### src/rtl/atom_fetch_unit.sv
// Decoupled instruction fetch stage: credit-limited request issue on a req/gnt/rvalid bus,
// prefetch FIFO of {instr, pc}, jump redirect with in-flight discard, and halt.
module atom_fetch_unit #(
    parameter int unsigned     XLEN       = 32,
    parameter logic [XLEN-1:0] RESET_PC   = '0,
    parameter int unsigned     FIFO_DEPTH = 4
) (
    input  logic            clk_i,
    input  logic            rst_ni,
    input  logic            hlt_i,
    input  logic            jump_i,
    input  logic [XLEN-1:0] jump_addr_i,
    output logic            imem_req_o,
    output logic [XLEN-1:0] imem_addr_o,
    input  logic            imem_gnt_i,
    input  logic            imem_rvalid_i,
    input  logic [XLEN-1:0] imem_rdata_i,
    output logic            instr_valid_o,
    output logic [XLEN-1:0] instr_o,
    output logic [XLEN-1:0] instr_pc_o,
    input  logic            instr_ready_i
);

    localparam int unsigned   PW      = $clog2(FIFO_DEPTH);
    localparam int unsigned   CW      = PW + 1;
    localparam logic [CW-1:0] DEPTH_C = CW'(FIFO_DEPTH);

    logic [XLEN-1:0] issue_pc;
    logic [XLEN-1:0] rsp_pc;
    logic [CW-1:0]   outstanding;
    logic [CW-1:0]   fifo_count;
    logic [CW-1:0]   discard_cnt;
    logic [CW-1:0]   out_next;
    logic [CW:0]     credits_used;
    logic [PW-1:0]   wr_ptr;
    logic [PW-1:0]   rd_ptr;
    logic [XLEN-1:0] data_q [FIFO_DEPTH];
    logic [XLEN-1:0] pc_q   [FIFO_DEPTH];
    logic [XLEN-1:0] jump_tgt;
    logic            grant;
    logic            rsp;
    logic            push;
    logic            pop;

    // Every request in flight already owns a FIFO slot, so a response can never overflow it.
    always_comb begin
        credits_used = {1'b0, outstanding} + {1'b0, fifo_count};
        imem_req_o   = rst_ni && !hlt_i && !jump_i && (credits_used < {1'b0, DEPTH_C});
        grant        = imem_req_o && imem_gnt_i;
        rsp          = imem_rvalid_i && (outstanding != '0);
        push         = rsp && !jump_i && (discard_cnt == '0);
        pop          = instr_valid_o && instr_ready_i && !jump_i;
        out_next     = outstanding + CW'(grant) - CW'(rsp);
        jump_tgt     = jump_addr_i & ~XLEN'(1);
    end

    assign imem_addr_o   = issue_pc;
    assign instr_valid_o = (fifo_count != '0);
    assign instr_o       = data_q[rd_ptr];
    assign instr_pc_o    = pc_q[rd_ptr];

    always_ff @(posedge clk_i or negedge rst_ni) begin
        if (!rst_ni) begin
            issue_pc    <= RESET_PC;
            rsp_pc      <= RESET_PC;
            outstanding <= '0;
            fifo_count  <= '0;
            discard_cnt <= '0;
            wr_ptr      <= '0;
            rd_ptr      <= '0;
            for (int i = 0; i < int'(FIFO_DEPTH); i++) begin
                data_q[i] <= '0;
                pc_q[i]   <= '0;
            end
        end else begin
            outstanding <= out_next;
            if (jump_i) begin
                // Everything still in flight after this edge belongs to the old stream.
                issue_pc    <= jump_tgt;
                rsp_pc      <= jump_tgt;
                discard_cnt <= out_next;
                wr_ptr      <= '0;
                rd_ptr      <= '0;
                fifo_count  <= '0;
            end else begin
                if (grant) begin
                    issue_pc <= issue_pc + XLEN'(4);
                end
                if (rsp && (discard_cnt != '0)) begin
                    discard_cnt <= discard_cnt - CW'(1);
                end
                if (push) begin
                    data_q[wr_ptr] <= imem_rdata_i;
                    pc_q[wr_ptr]   <= rsp_pc;
                    wr_ptr         <= wr_ptr + PW'(1);
                    rsp_pc         <= rsp_pc + XLEN'(4);
                end
                if (pop) begin
                    rd_ptr <= rd_ptr + PW'(1);
                end
                fifo_count <= fifo_count + CW'(push) - CW'(pop);
            end
        end
    end

    a_no_push_full: assert property (@(posedge clk_i) disable iff (!rst_ni)
        !(push && (fifo_count == DEPTH_C)));

endmodule
### config.mk
export PLATFORM = sky130hd
export DESIGN_NAME = atom_fetch_unit
export DESIGN_NICKNAME = d
export VERILOG_FILES = /design/src/rtl/atom_fetch_unit.sv
export SDC_FILE = /design/constraint.sdc
export NUM_CORES = 1
export LEC_CHECK = 0
export ABC_AREA = 1
export BUFFER_PORTS_ARGS = -buffer_cell sky130_fd_sc_hd__buf_2
export CORE_ASPECT_RATIO = 1.25
export CORE_MARGIN = 4
export CORE_UTILIZATION = 45
export CTS_CLUSTER_DIAMETER = 80
export DETAILED_ROUTE_END_ITERATION = 8
export GPL_ROUTABILITY_DRIVEN = 0
export PLACE_DENSITY = 0.7
export SETUP_SLACK_MARGIN = 0.2
export SYNTH_ARGS = -nofsm -noshare
export SYNTH_HDL_FRONTEND = slang
export SYNTH_SLANG_ARGS = --single-unit
### constraint.sdc
create_clock -name clk_i -period 7.6 [get_ports clk_i]
set_input_delay 0.76 -clock clk_i [delete_from_list [all_inputs] [get_ports clk_i]]
set_output_delay 0.76 -clock clk_i [all_outputs]
set_load 0.005 [all_outputs]
==> results.py <==
metrics = {
    "status": {
        "outcome": "completed",
    },
    "cells_and_area": {
        "num_antenna_cells": 0,
        "nets": 2161,
        "area_delta_synth_final_pct": 13.6,
        "layout.cells.non_filler": 2569,
        "stdcell_area_um2": 17900,
        "fill_cells": 3363,
        "drive_above_1_share_pct": 12.3,
    },
    "clock_tree": {
        "cts.clk_slew.worst_paths_ns": 0.06,
        "cts_root_buf": "clkbuf_16",
        "cts_max_level": 2,
        "post_cts_resize_count": 0,
        "clockBufferDepth": 3,
        "cts.sinks": 327,
        "hold_buffers": 0,
        "cts_made_buffers": 36,
        "clock_latency_ns": 0.52,
        "cts_tree": "yes",
        "post_cts.repair.setup_buffers": 0,
    },
    "sta": {
        "finalCritPeriodShare_pct": 53.3,
        "hold_viol": 0,
        "worst_slew_pin_slew_ns": 0.981,
        "finalMaxSlewViolations": 0,
        "hold_ws_ns": 0.239,
        "fin_crit_ns": 4.05,
        "grt_setup_unrepaired": "false",
        "fin_setup_tns_ns": 0,
        "maxSlewHeadroom_pct": 34.6,
        "skew_ns": 0.0167,
        "fmax_mhz": 247,
        "setup_violations": 0,
    },
    "setup_path": {
        "rr_worst_depth": 14,
        "cp_max_fo": 68,
        "start_kind": "flop",
        "path_class": "flop to primary output",
        "r2r_end": "discard_cnt[2]$_DFFE_PN0P_",
        "timing.rr.start": "outstanding[2]$_DFF_PN0_",
        "reg2reg_slack_ns": 4.69,
        "required_ns": 6.84,
        "worst_ep_arrival_time_ns": 3.29,
        "crit_path_end_kind": "primary output",
    },
    "synth": {
        "synthTopCellsByCount": "nand2_1, dfrtp_1, o21ai_0, nor2_1, o21ai_1",
        "yosys_register_bits": 327,
        "ys_warn_count": 0,
        "synthTopCellsByArea": "dfrtp_1, nand2_1, o21ai_0",
        "synth.most_common_cell": "nand2_1",
        "synth_cell_types": 37,
        "synth_edf_count": 0,
        "synth_top_area_share_pct": 51.8,
        "ys_seq_area_share_pct": 51.8,
        "synth-main-ff-cell": "dfrtp_1",
        "avgSynthCellArea_um2": 8.02,
        "netlist_instances": 1970,
        "async_flop_share_pct": 100,
        "netlist_area_um2": 15800,
        "yosysTopAreaCell": "dfrtp_1",
    },
    "power": {
        "powerDensity_nw_per_um2": 325,
        "vdd_drop_max_v": 0.000189,
        "p_leak_nw": 8.81,
    },
    "floorplan": {
        "io_pins": 169,
        "rows": 76,
        "coreArea_um2": 34600,
        "fp.dieW_um": 176,
        "die_area_um2": 38200,
        "initial_core_util_pct": 45.6,
        "chipHeight_um": 218,
    },
    "hold_path": {
        "hp-class": "input port to asynchronous set/reset pin",
    },
    "placement": {
        "port_buffers": 165,
        "dpl_cell_area_um2": 16700,
        "hpwl_um": 25600,
        "place_inst": 2504,
    },
    "route": {
        "drc": 0,
        "viasPerCell": 5.30,
        "vias": 13600,
        "detail_route.wirelength_um": 41300,
        "dr.pass1.iters": 7,
        "drtIter0Drc": 1173,
        "ant_nets": 0,
        "wl_per_cell_um": 16.1,
    },
    "job": {
        "max-cap-violations": 0,
    },
    "global_routing": {
        "gr-total-overflow": 0,
        "antenna_found_initial": 0,
        "grt_pass1_vias": 13200,
        "grt_first_pass_wirelength_um": 68100,
        "grt_use_total_pct": 21.6,
        "grt_start_max_net_pins": 178,
    },
}
-- layer usage --
layer | vias up | wire [µm] | global-route usage, %
li1 | 6651 | - | -
met5 | - | 0 | 0
met1 | 6487 | 18400 | 29.8
met2 | 423 | 19600 | 35.8
met4 | 0 | 1000 | 5.85
met3 | 67 | 2330 | 3.31
-- layout by cell type (no fill, tap or decap), types with 2 or more instances in the layout --
master | Yosys | routed
clkinv_2 | 0 | 4
nand2_1 | 547 | 547
nor2_2 | 2 | 2
o21ai_2 | 6 | 6
fa_1 | 2 | 2
inv_2 | 4 | 4
nand4_1 | 4 | 4
xnor2_1 | 5 | 5
nand2_2 | 2 | 2
o21bai_1 | 3 | 3
buf_2 | 14 | 164
xor2_1 | 21 | 21
clkbuf_16 | 0 | 37
nand2_4 | 5 | 5
o22ai_1 | 63 | 63
inv_6 | 1 | 3
clkbuf_1 | 62 | 9
clkbuf_8 | 0 | 9
nand3b_1 | 3 | 3
inv_1 | 124 | 123
o21ai_1 | 155 | 155
nand3_1 | 77 | 77
o21ai_0 | 245 | 245
conb_1 | 1 | 2
bufinv_16 | 0 | 3
nor2_1 | 216 | 216
nor3_1 | 4 | 4
buf_4 | 5 | 10
a21oi_1 | 5 | 5
dfrtp_1 | 327 | 325
o211ai_1 | 16 | 16
ha_1 | 14 | 14
-- registers in the layout, indices dropped and copies added (netlist names) --
register	flops
imem_addr_o	31
rd_ptr	2
data_q	128
rsp_pc	31
discard_cnt	3
pc_q	124
wr_ptr	2
outstanding	3
fifo_count	3
-- cells by family (layout without fill, tap and decap cells) --
group,after synthesis,in the layout,share of synthesized area [%]
simple gates,864,864,21.7
compound gates,496,496,16.8
flops,327,327,51.8
buf+inv,240,370,6.91
xor+xnor,26,26,1.44
fa+ha+maj,16,16,1.36
other cells,1,2,0.0237
-- area by class of cell --
cell class	count	area [µm²]	share of cell area, %
flip-flops and latches	327	8190	45.6
multi-input cells	1404	6530	36.4
clock buffers	55	1080	6.04
repair buffers	176	931	5.19
well taps	468	586	3.26
inverters	129	490	2.73
clock inverters	10	139	0.774
-- worst max-delay path: stages (launching register included) --
cell and delay, ns:
dfrtp_4 0.69, clkinv_2 0.87, buf_4 0.64, o21ai_0 0.23, o22ai_1 0.14, buf_2 0.16
-- through the flow --
step | util [%] | power, W | setup WS, ns
2_1_floorplan | - | 0.00339 | 4.98
4_1_cts | 51.8 | 0.00589 | 3.52
5_1_grt | 51.8 | 0.00623 | 3.33
3_5_place_dp | 48.3 | 0.00408 | 3.81
6_report | 51.8 | 0.00583 | 3.55
3_3_place_gp | 48.3 | 0.00403 | 3.85
-- report_power, final --
part | internal (W) | switching [W]
Clock | 0.00109 | 0.000694
Combinational | 0.000666 | 0.00102
Sequential | 0.00211 | 0.000256
Total | 0.00386 | 0.00197
-- worst max-delay path by stage --
stage | startpoint | endpoint | depth (start not counted)
after global placement | jump_i | data_q[56]$_DFFE_PN0P_ | 10
after floorplan | rst_ni | discard_cnt[2]$_DFFE_PN0P_ | 15
after CTS | rd_ptr[0]$_DFFE_PN0P_ | instr_pc_o[29] | 5
after detailed placement | jump_i | data_q[54]$_DFFE_PN0P_ | 10
after global routing | rd_ptr[0]$_DFFE_PN0P_ | instr_pc_o[29] | 5
final | rd_ptr[0]$_DFFE_PN0P_ | instr_pc_o[29] | 5
(Power assumes the default switching activity.)
